<file path="src/rtl/divider_sweep_ctrl.sv">
`timescale 1ns/1ps
`default_nettype none
// ============================================================================
// Module      : divider_sweep_ctrl
// Description : Steps the DDS divider ratio from start to stop in fixed
//               increments, dwelling a programmable number of divider periods
//               per point, then stops or loops.
// Revision    : 1.0 - initial release
// ============================================================================
module divider_sweep_ctrl #(
    parameter int N_W     = 7,
    parameter int DWELL_W = 16,
    parameter int IDX_W   = 8
) (
    input  logic               clk,
    input  logic               reset,
    input  logic               cfg_valid,
    output logic               cfg_ready,
    input  logic [N_W-1:0]     cfg_start_n,
    input  logic [N_W-1:0]     cfg_stop_n,
    input  logic [N_W-1:0]     cfg_step,
    input  logic [DWELL_W-1:0] cfg_dwell,
    input  logic               cfg_loop,
    input  logic               start,
    input  logic               abort,
    input  logic               div_period,
    output logic [N_W-1:0]     n_out,
    output logic               div_rst,
    output logic               busy,
    output logic               done,
    output logic [IDX_W-1:0]   sweep_idx
);

    localparam logic [1:0] S_IDLE = 2'd0;
    localparam logic [1:0] S_LOAD = 2'd1;
    localparam logic [1:0] S_RUN  = 2'd2;
    localparam logic [1:0] S_DONE = 2'd3;

    localparam logic [N_W-1:0]     c_MIN_N     = N_W'(2);
    localparam logic [N_W:0]       c_MIN_N_EXT = (N_W + 1)'(2);
    localparam logic [DWELL_W-1:0] c_DWELL_ONE = DWELL_W'(1);
    localparam logic [IDX_W-1:0]   c_IDX_ONE   = IDX_W'(1);

    logic [1:0]         r_state;
    logic [1:0]         w_state_nxt;
    logic               r_start_d;
    logic [N_W-1:0]     r_start_n;
    logic [N_W-1:0]     r_stop_n;
    logic [N_W-1:0]     r_step;
    logic [DWELL_W-1:0] r_dwell;
    logic               r_loop;
    logic               r_dir_up;
    logic [N_W-1:0]     r_n_out;
    logic [IDX_W-1:0]   r_idx;
    logic [DWELL_W-1:0] r_cnt;

    logic               w_cfg_fire;
    logic               w_start_rise;
    logic               w_dwell_end;
    logic [N_W:0]       w_nxt;
    logic               w_is_last;
    logic [N_W-1:0]     w_san_start;
    logic [N_W-1:0]     w_san_stop;

    // Ratios must be even and at least 2 for the divider to behave.
    function automatic logic [N_W-1:0] f_ratio(input logic [N_W-1:0] v);
        logic [N_W-1:0] t;
        t = {v[N_W-1:1], 1'b0};
        if (t < c_MIN_N) begin
            t = c_MIN_N;
        end
        return t;
    endfunction

    assign w_san_start  = f_ratio(cfg_start_n);
    assign w_san_stop   = f_ratio(cfg_stop_n);
    assign w_cfg_fire   = cfg_valid && cfg_ready;
    assign w_start_rise = start && !r_start_d;

    // r_cnt stays below r_dwell in RUN, so the increment cannot overflow.
    assign w_dwell_end  = (r_state == S_RUN) && div_period &&
                          ((r_cnt + c_DWELL_ONE) == r_dwell);

    always_comb begin
        w_nxt     = '0;
        w_is_last = 1'b0;
        if (r_dir_up) begin
            w_nxt     = {1'b0, r_n_out} + {1'b0, r_step};
            w_is_last = (w_nxt > {1'b0, r_stop_n});
        end else begin
            w_nxt     = {1'b0, r_n_out} - {1'b0, r_step};
            w_is_last = w_nxt[N_W] || (w_nxt < {1'b0, r_stop_n}) ||
                        (w_nxt < c_MIN_N_EXT);
        end
        if (r_step == '0) begin
            w_is_last = 1'b1;
        end
    end

    always_ff @(posedge clk or posedge reset) begin
        if (reset) begin
            r_state <= S_IDLE;
        end else begin
            r_state <= w_state_nxt;
        end
    end

    always_comb begin
        w_state_nxt = r_state;
        cfg_ready   = 1'b0;
        busy        = 1'b0;
        done        = 1'b0;
        div_rst     = 1'b0;
        case (r_state)
            S_IDLE: begin
                cfg_ready = 1'b1;
                if (w_start_rise) begin
                    w_state_nxt = S_LOAD;
                end
            end
            S_LOAD: begin
                busy        = 1'b1;
                div_rst     = 1'b1;
                w_state_nxt = S_RUN;
            end
            S_RUN: begin
                busy = 1'b1;
                if (w_dwell_end && w_is_last && !r_loop) begin
                    w_state_nxt = S_DONE;
                end
            end
            S_DONE: begin
                cfg_ready = 1'b1;
                done      = 1'b1;
                if (w_start_rise) begin
                    w_state_nxt = S_LOAD;
                end else if (w_cfg_fire) begin
                    w_state_nxt = S_IDLE;
                end
            end
            default: w_state_nxt = S_IDLE;
        endcase
        if (abort) begin
            w_state_nxt = S_IDLE;
        end
    end

    always_ff @(posedge clk or posedge reset) begin
        if (reset) begin
            r_start_d <= 1'b0;
            r_start_n <= '0;
            r_stop_n  <= '0;
            r_step    <= '0;
            r_dwell   <= '0;
            r_loop    <= 1'b0;
            r_dir_up  <= 1'b0;
        end else begin
            r_start_d <= start;
            if (w_cfg_fire) begin
                r_start_n <= w_san_start;
                r_stop_n  <= w_san_stop;
                r_step    <= {cfg_step[N_W-1:1], 1'b0};
                r_dwell   <= (cfg_dwell == '0) ? c_DWELL_ONE : cfg_dwell;
                r_loop    <= cfg_loop;
                r_dir_up  <= (w_san_start <= w_san_stop);
            end
        end
    end

    always_ff @(posedge clk or posedge reset) begin
        if (reset) begin
            r_n_out <= c_MIN_N;
            r_idx   <= '0;
            r_cnt   <= '0;
        end else if (abort) begin
            r_cnt <= '0;
        end else begin
            case (r_state)
                S_LOAD: begin
                    r_n_out <= r_start_n;
                    r_idx   <= '0;
                    r_cnt   <= '0;
                end
                S_RUN: begin
                    if (w_dwell_end) begin
                        r_cnt <= '0;
                        // New ratio lands with the terminating pulse so the
                        // divider switches exactly at its period boundary.
                        if (!w_is_last) begin
                            r_n_out <= w_nxt[N_W-1:0];
                            r_idx   <= r_idx + c_IDX_ONE;
                        end else if (r_loop) begin
                            r_n_out <= r_start_n;
                            r_idx   <= '0;
                        end
                    end else if (div_period) begin
                        r_cnt <= r_cnt + c_DWELL_ONE;
                    end
                end
                default: begin
                    r_cnt <= r_cnt;
                end
            endcase
        end
    end

    assign n_out     = r_n_out;
    assign sweep_idx = r_idx;

endmodule
`default_nettype wire

</file>
<file path="config.mk">
export PLATFORM = sky130hd
export DESIGN_NAME = divider_sweep_ctrl
export DESIGN_NICKNAME = d
export VERILOG_FILES = /design/src/rtl/divider_sweep_ctrl.sv
export SDC_FILE = /design/constraint.sdc
export NUM_CORES = 1
export LEC_CHECK = 0
export ABC_AREA = 0
export BUFFER_PORTS_ARGS = -buffer_cell sky130_fd_sc_hd__buf_2
export CAP_MARGIN = 0
export CORE_MARGIN = 3
export CORE_UTILIZATION = 40
export DETAILED_ROUTE_END_ITERATION = 16
export SLEW_MARGIN = 30
export SYNTH_ARGS = -nofsm -noshare
export SYNTH_HDL_FRONTEND = slang
export SYNTH_SLANG_ARGS = --single-unit
</file>
<file path="constraint.sdc">
create_clock -name clk -period 8 [get_ports clk]
set_clock_uncertainty 0.15 [all_clocks]
set_input_delay 0.4 -clock clk [delete_from_list [all_inputs] [get_ports clk]]
set_output_delay 0.4 -clock clk [all_outputs]
set_load 0.01 [all_outputs]
</file>
==> flow_summary.html, run 1 <==
<table>
<tr><th>Metric</th><th>Value</th></tr>
<tr><th colspan="2">Min path</th></tr>
<tr><td>Beginning of the worst hold path</td><td>start</td></tr>
<tr><td>Min-delay worst type</td><td>primary input to flip-flop</td></tr>
<tr><th colspan="2">GRT</th></tr>
<tr><td>GR Util met2</td><td>26.8%</td></tr>
<tr><td>Number of antenna violations at the first check in global routing</td><td>0</td></tr>
<tr><td>Pin count of the biggest net entering global routing</td><td>70</td></tr>
<tr><td>Global-route usage over all layers</td><td>18.0%</td></tr>
<tr><td>Wire length of the first global-routing pass</td><td>19300 um</td></tr>
<tr><td>Via count of the first global-routing pass</td><td>3864</td></tr>
<tr><td>Gr busiest metal</td><td>met2</td></tr>
<tr><td>Grt ovf</td><td>0</td></tr>
<tr><td>Global routing met3 resource utilization</td><td>2.92%</td></tr>
<tr><td>Met1 capacity usage during global routing</td><td>26.4%</td></tr>
<tr><th colspan="2">Clocking</th></tr>
<tr><td>CTS tree</td><td>yes</td></tr>
<tr><td>Hold-fix buffers at CTS</td><td>0</td></tr>
<tr><td>CTS clock-pin slew for the worst setup and hold paths</td><td>0.06 ns</td></tr>
<tr><td>Sink Count</td><td>69</td></tr>
<tr><td># resized after CTS</td><td>0</td></tr>
<tr><td>Insertion delay of the later-clocked pin in the worst-skew pair</td><td>0.33 ns</td></tr>
<tr><td>Root buf cell</td><td>sky130_fd_sc_hd__clkbuf_16</td></tr>
<tr><td>Maximum buffer depth of the clock tree</td><td>2</td></tr>
<tr><td>Number of setup buffers added after CTS</td><td>0</td></tr>
<tr><td># H-tree levels</td><td>3</td></tr>
<tr><td>Number of buffers created by CTS</td><td>9</td></tr>
<tr><th colspan="2">Critical path</th></tr>
<tr><td>Startpoint-to-endpoint class of the critical path</td><td>flip-flop to flip-flop</td></tr>
<tr><td>Combined buffer and inverter count along the critical path</td><td>1</td></tr>
<tr><td>Worst Path Required</td><td>8.06 ns</td></tr>
<tr><td>Beginning of the worst register-to-register path</td><td>r_step[1]$_DFFE_PP0P_</td></tr>
<tr><td>Category of cells accounting for the largest share of critical-path delay</td><td>compound AO/OA/AOI/OAI gates</td></tr>
<tr><td>CP endpoint kind</td><td>flip-flop</td></tr>
<tr><td>Kind of start point of the critical path</td><td>flip-flop</td></tr>
<tr><td>Max FO, Critical Path</td><td>14</td></tr>
<tr><td>Series of cell instances along the critical path</td><td>ha_1 -&gt; inv_1 -&gt; fa_1 -&gt; a211oi_1 -&gt; nor2_1 -&gt; xnor2_1 -&gt; ha_1 -&gt; a21o_1 -&gt; a21oi_1 -&gt; a211o_1 -&gt; o31ai_1 -&gt; nand2_1 -&gt; o22ai_2 -&gt; mux2_2</td></tr>
<tr><td>CP peak stage delay</td><td>0.65 ns</td></tr>
<tr><td>Worst path most repeated cell</td><td>sky130_fd_sc_hd__ha_1</td></tr>
<tr><td>CP max stage cell</td><td>sky130_fd_sc_hd__o22ai_2</td></tr>
<tr><td>Critical path startpoint</td><td>r_step[1]$_DFFE_PP0P_</td></tr>
<tr><td>Endpoint arrival time on the critical path</td><td>4.53 ns</td></tr>
<tr><th colspan="2">Timing</th></tr>
<tr><td>Slew headroom</td><td>36.1%</td></tr>
<tr><td>Max Clk Rate</td><td>0.224 GHz</td></tr>
<tr><td>Count of endpoints failing hold in the final timing report</td><td>0</td></tr>
<tr><td>Measured slew at the worst slew-check pin</td><td>0.959 ns</td></tr>
<tr><td>RSZ-0062 raised after global routing</td><td>false</td></tr>
<tr><td>Final Critical Period</td><td>4.47 ns</td></tr>
<tr><td>Setup total negative slack</td><td>0 ns</td></tr>
<tr><td>Final clock period utilization by the worst path</td><td>55.8%</td></tr>
<tr><td>Final-report setup violation count</td><td>0</td></tr>
<tr><td>Final max-slew violation count</td><td>0</td></tr>
<tr><th colspan="2">Cells and area</th></tr>
<tr><td>Synth-to-layout area growth</td><td>14.1%</td></tr>
<tr><td>Proportion of layout cells with a drive suffix above 1</td><td>20.9%</td></tr>
<tr><td>Antenna diode count</td><td>0</td></tr>
<tr><td>Sequential cell area</td><td>1730 sq um</td></tr>
<tr><td>Area of all placed cells without fillers</td><td>5530 sq um</td></tr>
<tr><td>Multi-input gate area in the final layout</td><td>2820 sq um</td></tr>
<tr><td>Post-route non-filler standard cell count</td><td>708</td></tr>
<tr><td>Layout fillers</td><td>1114</td></tr>
<tr><td>Net count of the finished layout</td><td>642</td></tr>
<tr><th colspan="2">Logic synthesis</th></tr>
<tr><td>Portion of the post-synthesis area used by sequential elements</td><td>35.7%</td></tr>
<tr><td>Most used flip-flop cell after synthesis</td><td>sky130_fd_sc_hd__dfrtp_1</td></tr>
<tr><td>Synth Warn #</td><td>0</td></tr>
<tr><td>Most frequent cell after synthesis</td><td>sky130_fd_sc_hd__dfrtp_1</td></tr>
<tr><td>Post-synthesis async set-or-reset flop share</td><td>100%</td></tr>
<tr><td>Leading cell types by count after synthesis</td><td>sky130_fd_sc_hd__dfrtp_1 (68), sky130_fd_sc_hd__inv_1 (41), sky130_fd_sc_hd__nand2_1 (39)</td></tr>
<tr><td>Syn Nets</td><td>600</td></tr>
<tr><td>EDFF count, synth</td><td>0</td></tr>
<tr><td>Synthesized cell area</td><td>4840 sq um</td></tr>
<tr><td>Number of synthesized register bits</td><td>69</td></tr>
<tr><td>Synth top area cells</td><td>sky130_fd_sc_hd__dfrtp_1 (35%), sky130_fd_sc_hd__ha_1 (9.3%), sky130_fd_sc_hd__mux2_2 (6.0%), sky130_fd_sc_hd__a21oi_1 (3.3%), sky130_fd_sc_hd__inv_1 (3.2%)</td></tr>
<tr><td>Number of distinct library cells after synthesis</td><td>69</td></tr>
<tr><td>Fraction of synthesized cell area taken by the top area cell type</td><td>35.1%</td></tr>
<tr><td>Gate Count Post-Synth</td><td>518</td></tr>
<tr><td>Cell taking the most area after synthesis</td><td>sky130_fd_sc_hd__dfrtp_1</td></tr>
<tr><td>Synthesized area per cell</td><td>9.35 sq um</td></tr>
<tr><th colspan="2">Power and ir drop</th></tr>
<tr><td>Power density over the cells</td><td>410 nW/um^2</td></tr>
<tr><td>Worst voltage drop across the vdd grid</td><td>168 uV</td></tr>
<tr><td>Pleak</td><td>2.60 nW</td></tr>
<tr><th colspan="2">Floorplan</th></tr>
<tr><td>Initial Utilization</td><td>41.7%</td></tr>
<tr><td>Top-Level Pins</td><td>63</td></tr>
<tr><td>Vertical die dimension</td><td>116 um</td></tr>
<tr><td>Die area</td><td>13500 sq um</td></tr>
<tr><td>Number of placement rows</td><td>39</td></tr>
<tr><td>Area of the core region</td><td>11600 sq um</td></tr>
<tr><td>Die extent in x</td><td>116 um</td></tr>
<tr><th colspan="2">Drt</th></tr>
<tr><td>Post-DR wirelength/cell</td><td>16.2 um</td></tr>
<tr><td>Number of nets with antenna violations after detailed routing</td><td>0</td></tr>
<tr><td>Post-detailed-route via-to-cell ratio</td><td>5.57</td></tr>
<tr><td>Total Wirelength</td><td>11400 um</td></tr>
<tr><td>Number of violations reported at the end of detailed-routing iteration 0</td><td>165</td></tr>
<tr><td>Remaining routing DRC violations</td><td>0</td></tr>
<tr><td>Vias post-DR</td><td>3943</td></tr>
<tr><td>Drt first pass iters</td><td>4</td></tr>
<tr><th colspan="2">Run status</th></tr>
<tr><td>Status</td><td>finished clean</td></tr>
<tr><th colspan="2">Placed design</th></tr>
<tr><td>Count of placed standard cells including taps</td><td>692</td></tr>
<tr><td>HPWL after DPL</td><td>8530 um</td></tr>
<tr><td>Routability congestion estimate from global placement</td><td>0.896</td></tr>
<tr><td>Cell area after placement</td><td>5190 sq um</td></tr>
<tr><td>Number of port buffers</td><td>58</td></tr>
<tr><th colspan="2">Flow run</th></tr>
<tr><td>Number of max-capacitance violations reported</td><td>0</td></tr>
</table>
cell usage in the layout (no fill, tap or decap), types with 16 or more instances in the layout:
cell type                  n
sky130_fd_sc_hd__nor2_1   31
sky130_fd_sc_hd__inv_1    40
sky130_fd_sc_hd__buf_2    58
sky130_fd_sc_hd__o21ai_0  20
sky130_fd_sc_hd__nand2_1  39
sky130_fd_sc_hd__ha_1     36
sky130_fd_sc_hd__dfrtp_1  68
sky130_fd_sc_hd__nand3_1  16
sky130_fd_sc_hd__a21oi_1  32
sky130_fd_sc_hd__xnor2_1  17
sky130_fd_sc_hd__mux2_2   26
sequential cells by signal, summed over array words and instances, names as in the netlist:
register	cells
r_cnt	16
r_dwell	16
sweep_idx	8
n_out	6
r_start_n	6
r_step	6
r_stop_n	6
r_state	2
r_dir_up	1
r_loop	1
r_start_d	1
power breakdown:
| group | internal, W | switching, W | leakage, nW |
|---|---|---|---|
| Combinational | 0.000549 | 0.000694 | 1.57 |
| Clock | 0.000290 | 0.000154 | 0.162 |
| Sequential | 0.000466 | 0.000113 | 0.868 |
| Total | 0.00131 | 0.000961 | 2.60 |
routing by layer:
metal	share of wire (%)	up-vias
met2	42	89
met1	50	1905
li1	-	1928
met3	5.3	21
met4	1.9	0
met5	0	-
worst reg2reg max path: cells and delay by family, from the launching register on:
family | cells | cell delay (ns)
compound gates | 6 | 1.96
xor+xnor | 1 | 0.32
flops | 1 | 0.44
mux | 1 | 0.42
buf+inv | 1 | 0.05
simple gates | 2 | 0.23
fa+ha+maj | 3 | 0.79
final timing paths:
path | cells past startpoint | slack [ns] | to
hold / removal | 1 | 0.04 | r_start_d$_DFF_PP0_
max in group asynchronous | 3 | 7.19 | r_cnt[1]$_DFFE_PP0P_
min in group asynchronous | 3 | 0.07 | sweep_idx[2]$_DFFE_PP0P_
hold reg to reg | 1 | 0.34 | sweep_idx[7]$_DFFE_PP0P_
setup reg to reg | 14 | 3.53 | n_out[4]$_DFFE_PP0P_
setup / recovery | 14 | 3.53 | n_out[4]$_DFFE_PP0P_
layout make-up:
| type | instances | share of cell area (%) |
|---|---|---|
| sequential | 69 | 31.3 |
| timing repair buffer | 61 | 5.73 |
| multi-input combinational | 378 | 50.9 |
| tap | 143 | 3.24 |
| inverter | 41 | 2.78 |
| clock buffer | 11 | 4.57 |
| clock inverter | 5 | 1.47 |
kinds of logic after synthesis:
family | Yosys count | synth area share (%)
AND/OR/NAND/NOR | 154 | 17.1
AO/OA/AOI/OAI | 122 | 17.5
buffers and inverters | 71 | 6.48
flip-flops | 69 | 35.7
adder cells (fa/ha/maj) | 38 | 10.1
multiplexers | 35 | 7.96
XOR/XNOR | 28 | 5.06
other | 1 | 0.0774
per-stage QoR:
| stage | setup slack, ns | utilization (%) | total power (W) | hold WS [ns] |
|---|---|---|---|---|
| final | 3.53 | 47.6 | 0.00227 | 0.0358 |
| after global routing | 3.23 | 47.6 | 0.00249 | 0.0356 |
| after CTS | 3.56 | 47.6 | 0.00228 | 0.0277 |
| after detailed placement | 3.57 | 44.7 | 0.00182 | 0.333 |
| after global placement | 3.45 | 44.6 | 0.00178 | 0.330 |
| after floorplan | 4.31 | - | 0.00152 | 0.281 |
Power figures use the tool's default switching activity.
==> run 2: changes to the inputs <==
--- a/config.mk
+++ b/config.mk
@@ -5,7 +5,7 @@
 export SDC_FILE = /design/constraint.sdc
 export NUM_CORES = 1
 export LEC_CHECK = 0
-export ABC_AREA = 0
+export ABC_AREA = 1
 export BUFFER_PORTS_ARGS = -buffer_cell sky130_fd_sc_hd__buf_2
 export CAP_MARGIN = 0
 export CORE_MARGIN = 3
==> constraint.sdc (replaced) <==
create_clock -name clk -period 4.25 [get_ports clk]
set_clock_uncertainty 0.15 [all_clocks]
set_input_delay 0.2125 -clock clk [delete_from_list [all_inputs] [get_ports clk]]
set_output_delay 0.2125 -clock clk [all_outputs]
set_load 0.01 [all_outputs]
==> run 2 against run 1 <==
  * Final cell count increased by 28%
  * Area after synthesis decreased by 1.2%
  * Sequential cell count unchanged
  * Clock-buffer cell count decreased by 2
  * Core utilization increased by 2.1 points
  * Design area increased by 3.9%
  * Die area decreased by 1.2%
  * Fmax increased by 24%
  * Largest power group unchanged
  * Sequential power increased by 81%
  * Critical path type unchanged
  * Worst hold slack got worse by 0.022 ns
==> flow_summary.html, run 2 <==
<table>
<tr><th>Metric</th><th>Value</th></tr>
<tr><th colspan="2">Run status</th></tr>
<tr><td>Status</td><td>finished clean</td></tr>
<tr><th colspan="2">Timing</th></tr>
<tr><td>Measured slew at the worst slew-check pin</td><td>0.649 ns</td></tr>
<tr><td>Max Clk Rate</td><td>0.278 GHz</td></tr>
<tr><td>Final clock period utilization by the worst path</td><td>84.7%</td></tr>
<tr><td>Count of endpoints failing hold in the final timing report</td><td>0</td></tr>
<tr><td>RSZ-0062 raised after global routing</td><td>false</td></tr>
<tr><td>Slew headroom</td><td>56.3%</td></tr>
<tr><td>Worst setup margin</td><td>0.649 ns</td></tr>
<tr><td>Final max-slew violation count</td><td>0</td></tr>
<tr><td>Final Critical Period</td><td>3.60 ns</td></tr>
<tr><td>Final-report setup violation count</td><td>0</td></tr>
<tr><td>Setup total negative slack</td><td>0 ns</td></tr>
<tr><th colspan="2">Power and ir drop</th></tr>
<tr><td>Sw power</td><td>0.00179 W</td></tr>
<tr><td>Total internal power</td><td>0.00208 W</td></tr>
<tr><td>Reg power frac</td><td>27.2%</td></tr>
<tr><td>Part of the total power dissipated in the clock network</td><td>19.3%</td></tr>
<tr><td>Pleak</td><td>3.01 nW</td></tr>
<tr><td>Power density over the cells</td><td>673 nW/um^2</td></tr>
<tr><td>Net switching share of the total power</td><td>46.2%</td></tr>
<tr><td>Portion of total power attributed to combinational logic</td><td>53.5%</td></tr>
<tr><td>Worst voltage drop across the vdd grid</td><td>417 uV</td></tr>
<tr><th colspan="2">Drt</th></tr>
<tr><td>Vias post-DR</td><td>4511</td></tr>
<tr><td>Post-detailed-route via-to-cell ratio</td><td>4.97</td></tr>
<tr><td>Total Wirelength</td><td>12000 um</td></tr>
<tr><td>Remaining routing DRC violations</td><td>0</td></tr>
<tr><td>Drt first pass iters</td><td>5</td></tr>
<tr><td>Number of violations reported at the end of detailed-routing iteration 0</td><td>221</td></tr>
<tr><td>Number of nets with antenna violations after detailed routing</td><td>0</td></tr>
<tr><td>Post-DR wirelength/cell</td><td>13.2 um</td></tr>
<tr><th colspan="2">GRT</th></tr>
<tr><td>Gr busiest metal</td><td>met1</td></tr>
<tr><td>Met1 capacity usage during global routing</td><td>29.7%</td></tr>
<tr><td>Pin count of the biggest net entering global routing</td><td>46</td></tr>
<tr><td>Grt ovf</td><td>0</td></tr>
<tr><td>Global routing met3 resource utilization</td><td>2.68%</td></tr>
<tr><td>Wire length of the first global-routing pass</td><td>20100 um</td></tr>
<tr><td>Global-route usage over all layers</td><td>19.1%</td></tr>
<tr><td>Via count of the first global-routing pass</td><td>4169</td></tr>
<tr><td>Number of antenna violations at the first check in global routing</td><td>0</td></tr>
<tr><td>GR Util met2</td><td>26.1%</td></tr>
<tr><th colspan="2">Placed design</th></tr>
<tr><td>Cell area after placement</td><td>5200 sq um</td></tr>
<tr><td>Routability congestion estimate from global placement</td><td>0.887</td></tr>
<tr><td>HPWL after DPL</td><td>9050 um</td></tr>
<tr><td>Number of port buffers</td><td>58</td></tr>
<tr><td>Worst setup slack after placement</td><td>0.683 ns</td></tr>
<tr><th colspan="2">Clocking</th></tr>
<tr><td>CTS clock-pin slew for the worst setup and hold paths</td><td>0.06 ns</td></tr>
<tr><td>CTS tree</td><td>yes</td></tr>
<tr><td>Number of setup buffers added after CTS</td><td>0</td></tr>
<tr><td>Root buf cell</td><td>sky130_fd_sc_hd__clkbuf_16</td></tr>
<tr><td>Maximum buffer depth of the clock tree</td><td>2</td></tr>
<tr><td>Insertion delay of the later-clocked pin in the worst-skew pair</td><td>0.34 ns</td></tr>
<tr><td>Sink Count</td><td>69</td></tr>
<tr><td>Number of buffers created by CTS</td><td>9</td></tr>
<tr><td># H-tree levels</td><td>3</td></tr>
<tr><th colspan="2">Floorplan</th></tr>
<tr><td>Initial Utilization</td><td>41.4%</td></tr>
<tr><td>Die area</td><td>13300 sq um</td></tr>
<tr><td>Die extent in x</td><td>115 um</td></tr>
<tr><td>Top-Level Pins</td><td>63</td></tr>
<tr><td>Number of placement rows</td><td>39</td></tr>
<tr><td>Vertical die dimension</td><td>115 um</td></tr>
<tr><td>Area of the core region</td><td>11600 sq um</td></tr>
<tr><th colspan="2">Critical path</th></tr>
<tr><td>Worst Path Required</td><td>4.31 ns</td></tr>
<tr><td>CP peak stage delay</td><td>0.47 ns</td></tr>
<tr><td>Endpoint arrival time on the critical path</td><td>3.66 ns</td></tr>
<tr><td>Kind of start point of the critical path</td><td>flip-flop</td></tr>
<tr><td>CP endpoint kind</td><td>flip-flop</td></tr>
<tr><td>CP max stage cell</td><td>sky130_fd_sc_hd__ha_1</td></tr>
<tr><td>Combined buffer and inverter count along the critical path</td><td>4</td></tr>
<tr><td>Worst path most repeated cell</td><td>sky130_fd_sc_hd__nand2_1</td></tr>
<tr><td>Category of cells accounting for the largest share of critical-path delay</td><td>simple AND/OR/NAND/NOR gates</td></tr>
<tr><td>Startpoint-to-endpoint class of the critical path</td><td>flip-flop to flip-flop</td></tr>
<tr><td>Max FO, Critical Path</td><td>8</td></tr>
<tr><td>Series of cell instances along the critical path</td><td>ha_1 -&gt; inv_1 -&gt; a21o_1 -&gt; a31o_2 -&gt; xor2_1 -&gt; inv_1 -&gt; ha_1 -&gt; nand2_1 -&gt; inv_1 -&gt; nand2_1 -&gt; nand2_1 -&gt; nand2_1 -&gt; nand2_1 -&gt; nand2_1 -&gt; nand2_1 -&gt; nand2_1 -&gt; nand3_1 -&gt; inv_1 -&gt; nand2_1 -&gt; o21ai_0 -&gt; o21ai_0</td></tr>
<tr><th colspan="2">Logic synthesis</th></tr>
<tr><td>Most used flip-flop cell after synthesis</td><td>sky130_fd_sc_hd__dfrtp_1</td></tr>
<tr><td>Syn Nets</td><td>763</td></tr>
<tr><td>Cell taking the most area after synthesis</td><td>sky130_fd_sc_hd__dfrtp_1</td></tr>
<tr><td>Synthesized cell area</td><td>4780 sq um</td></tr>
<tr><td>Synth top area cells</td><td>sky130_fd_sc_hd__dfrtp_1 (36%), sky130_fd_sc_hd__nand2_1 (19%), sky130_fd_sc_hd__ha_1 (9.4%), sky130_fd_sc_hd__inv_1 (7.1%), sky130_fd_sc_hd__nand3_1 (5.2%)</td></tr>
<tr><td>Leading cell types by count after synthesis</td><td>sky130_fd_sc_hd__nand2_1 (243), sky130_fd_sc_hd__inv_1 (90), sky130_fd_sc_hd__dfrtp_1 (68)</td></tr>
<tr><td>Gate Count Post-Synth</td><td>681</td></tr>
<tr><td>EDFF count, synth</td><td>0</td></tr>
<tr><td>Number of distinct library cells after synthesis</td><td>39</td></tr>
<tr><td>Fraction of synthesized cell area taken by the top area cell type</td><td>35.6%</td></tr>
<tr><td>Synth Warn #</td><td>0</td></tr>
<tr><td>Post-synthesis async set-or-reset flop share</td><td>100%</td></tr>
<tr><td>Synthesized area per cell</td><td>7.03 sq um</td></tr>
<tr><td>Portion of the post-synthesis area used by sequential elements</td><td>36.1%</td></tr>
<tr><td>Most frequent cell after synthesis</td><td>sky130_fd_sc_hd__nand2_1</td></tr>
<tr><td>Number of synthesized register bits</td><td>69</td></tr>
<tr><th colspan="2">Cells and area</th></tr>
<tr><td>Proportion of layout cells with a drive suffix above 1</td><td>13.2%</td></tr>
<tr><td>Net count of the finished layout</td><td>842</td></tr>
<tr><td>Commonest non-fill, non-tap cells in the layout</td><td>sky130_fd_sc_hd__nand2_1 (243), sky130_fd_sc_hd__inv_1 (89), sky130_fd_sc_hd__dfrtp_1 (68)</td></tr>
<tr><td>Layout fillers</td><td>1141</td></tr>
<tr><td>Area of all placed cells without fillers</td><td>5740 sq um</td></tr>
<tr><td>Antenna diode count</td><td>0</td></tr>
<tr><td>Most common cell after layout, fill and taps aside</td><td>sky130_fd_sc_hd__nand2_1</td></tr>
<tr><td>Synth-to-layout area growth</td><td>20.0%</td></tr>
<tr><td>Utilization of the core after routing</td><td>49.7%</td></tr>
<tr><th colspan="2">Flow run</th></tr>
<tr><td>Number of max-capacitance violations reported</td><td>0</td></tr>
<tr><th colspan="2">Min path</th></tr>
<tr><td>Min-delay worst type</td><td>primary input to flip-flop</td></tr>
</table>
[run 2: per-layer routing]
| metal | vias up | wire [um] |
|---|---|---|
| li1 | 2318 | - |
| met1 | 2057 | 6470 |
| met2 | 116 | 4720 |
| met3 | 20 | 504 |
| met4 | 0 | 306 |
| met5 | - | 0 |
[run 2: power by group through the flow]
stage	combinational [W]	clock (W)	sequential (W)
floorplan	0.00156	0	0.00102
global placement	0.00201	0	0.00106
detailed placement	0.00204	0	0.00106
CTS	0.00208	0.000758	0.00105
global route	0.00241	0.000788	0.00108
finish	0.00207	0.000746	0.00105
[run 2: worst min-delay path: cells and delay by family]
| kind | cells | cell delay [ns] |
|---|---|---|
| AOI/OAI and AO/OA | 1 | 0.08 |
| buffers and inverters | 1 | 0.12 |
| and+or+nand+nor | 1 | 0.05 |
[run 2: kinds of logic after synthesis]
kind of cell,synth area share (%)
other cells,0.0784
compound gates,8.92
buf+inv,8.94
fa+ha+maj,10.3
flops,36.1
xor+xnor,2.01
simple gates,33.7
[run 2: final timing paths]
kind / start / end / slack [ns] / cells after the start
setup / recovery: n_out[3]$_DFFE_PP0P_ / n_out[6]$_DFFE_PP0P_ / 0.65 / 21
hold / removal: cfg_dwell[3] / r_dwell[3]$_DFFE_PP0P_ / 0.01 / 3
setup reg to reg: n_out[3]$_DFFE_PP0P_ / n_out[6]$_DFFE_PP0P_ / 0.65 / 21
hold reg to reg: r_start_n[6]$_DFFE_PP0P_ / r_start_n[6]$_DFFE_PP0P_ / 0.32 / 2
max in group asynchronous: reset / r_cnt[12]$_DFFE_PP0P_ / 2.83 / 4
min in group asynchronous: reset / sweep_idx[0]$_DFFE_PP0P_ / 0.36 / 3
[run 2: repair_timing]
item,in CTS,in global routing
hold buffers,25,0
gates resized for setup,0,0
hold endpoints to repair,67,0
[run 2: layout make-up]
class,instances,area [sq um],share of cell area [%]
clock inverters,7,66.3,1.15
well taps,143,179,3.12
flip-flops and latches,69,1730,30.1
repair buffers,87,571,9.93
inverters,91,345,6.01
multi-input cells,502,2630,45.8
clock buffers,9,225,3.92
[run 2: metrics by stage]
stage / instances / hold WS (ns) / total power (W)
CTS: 908 / 0.00210 / 0.00389
finish: 908 / 0.0142 / 0.00387
floorplan: 681 / 0.0939 / 0.00257
global route: 908 / 0.0308 / 0.00428
global placement: 867 / 0.185 / 0.00307
detailed placement: 867 / 0.179 / 0.00310
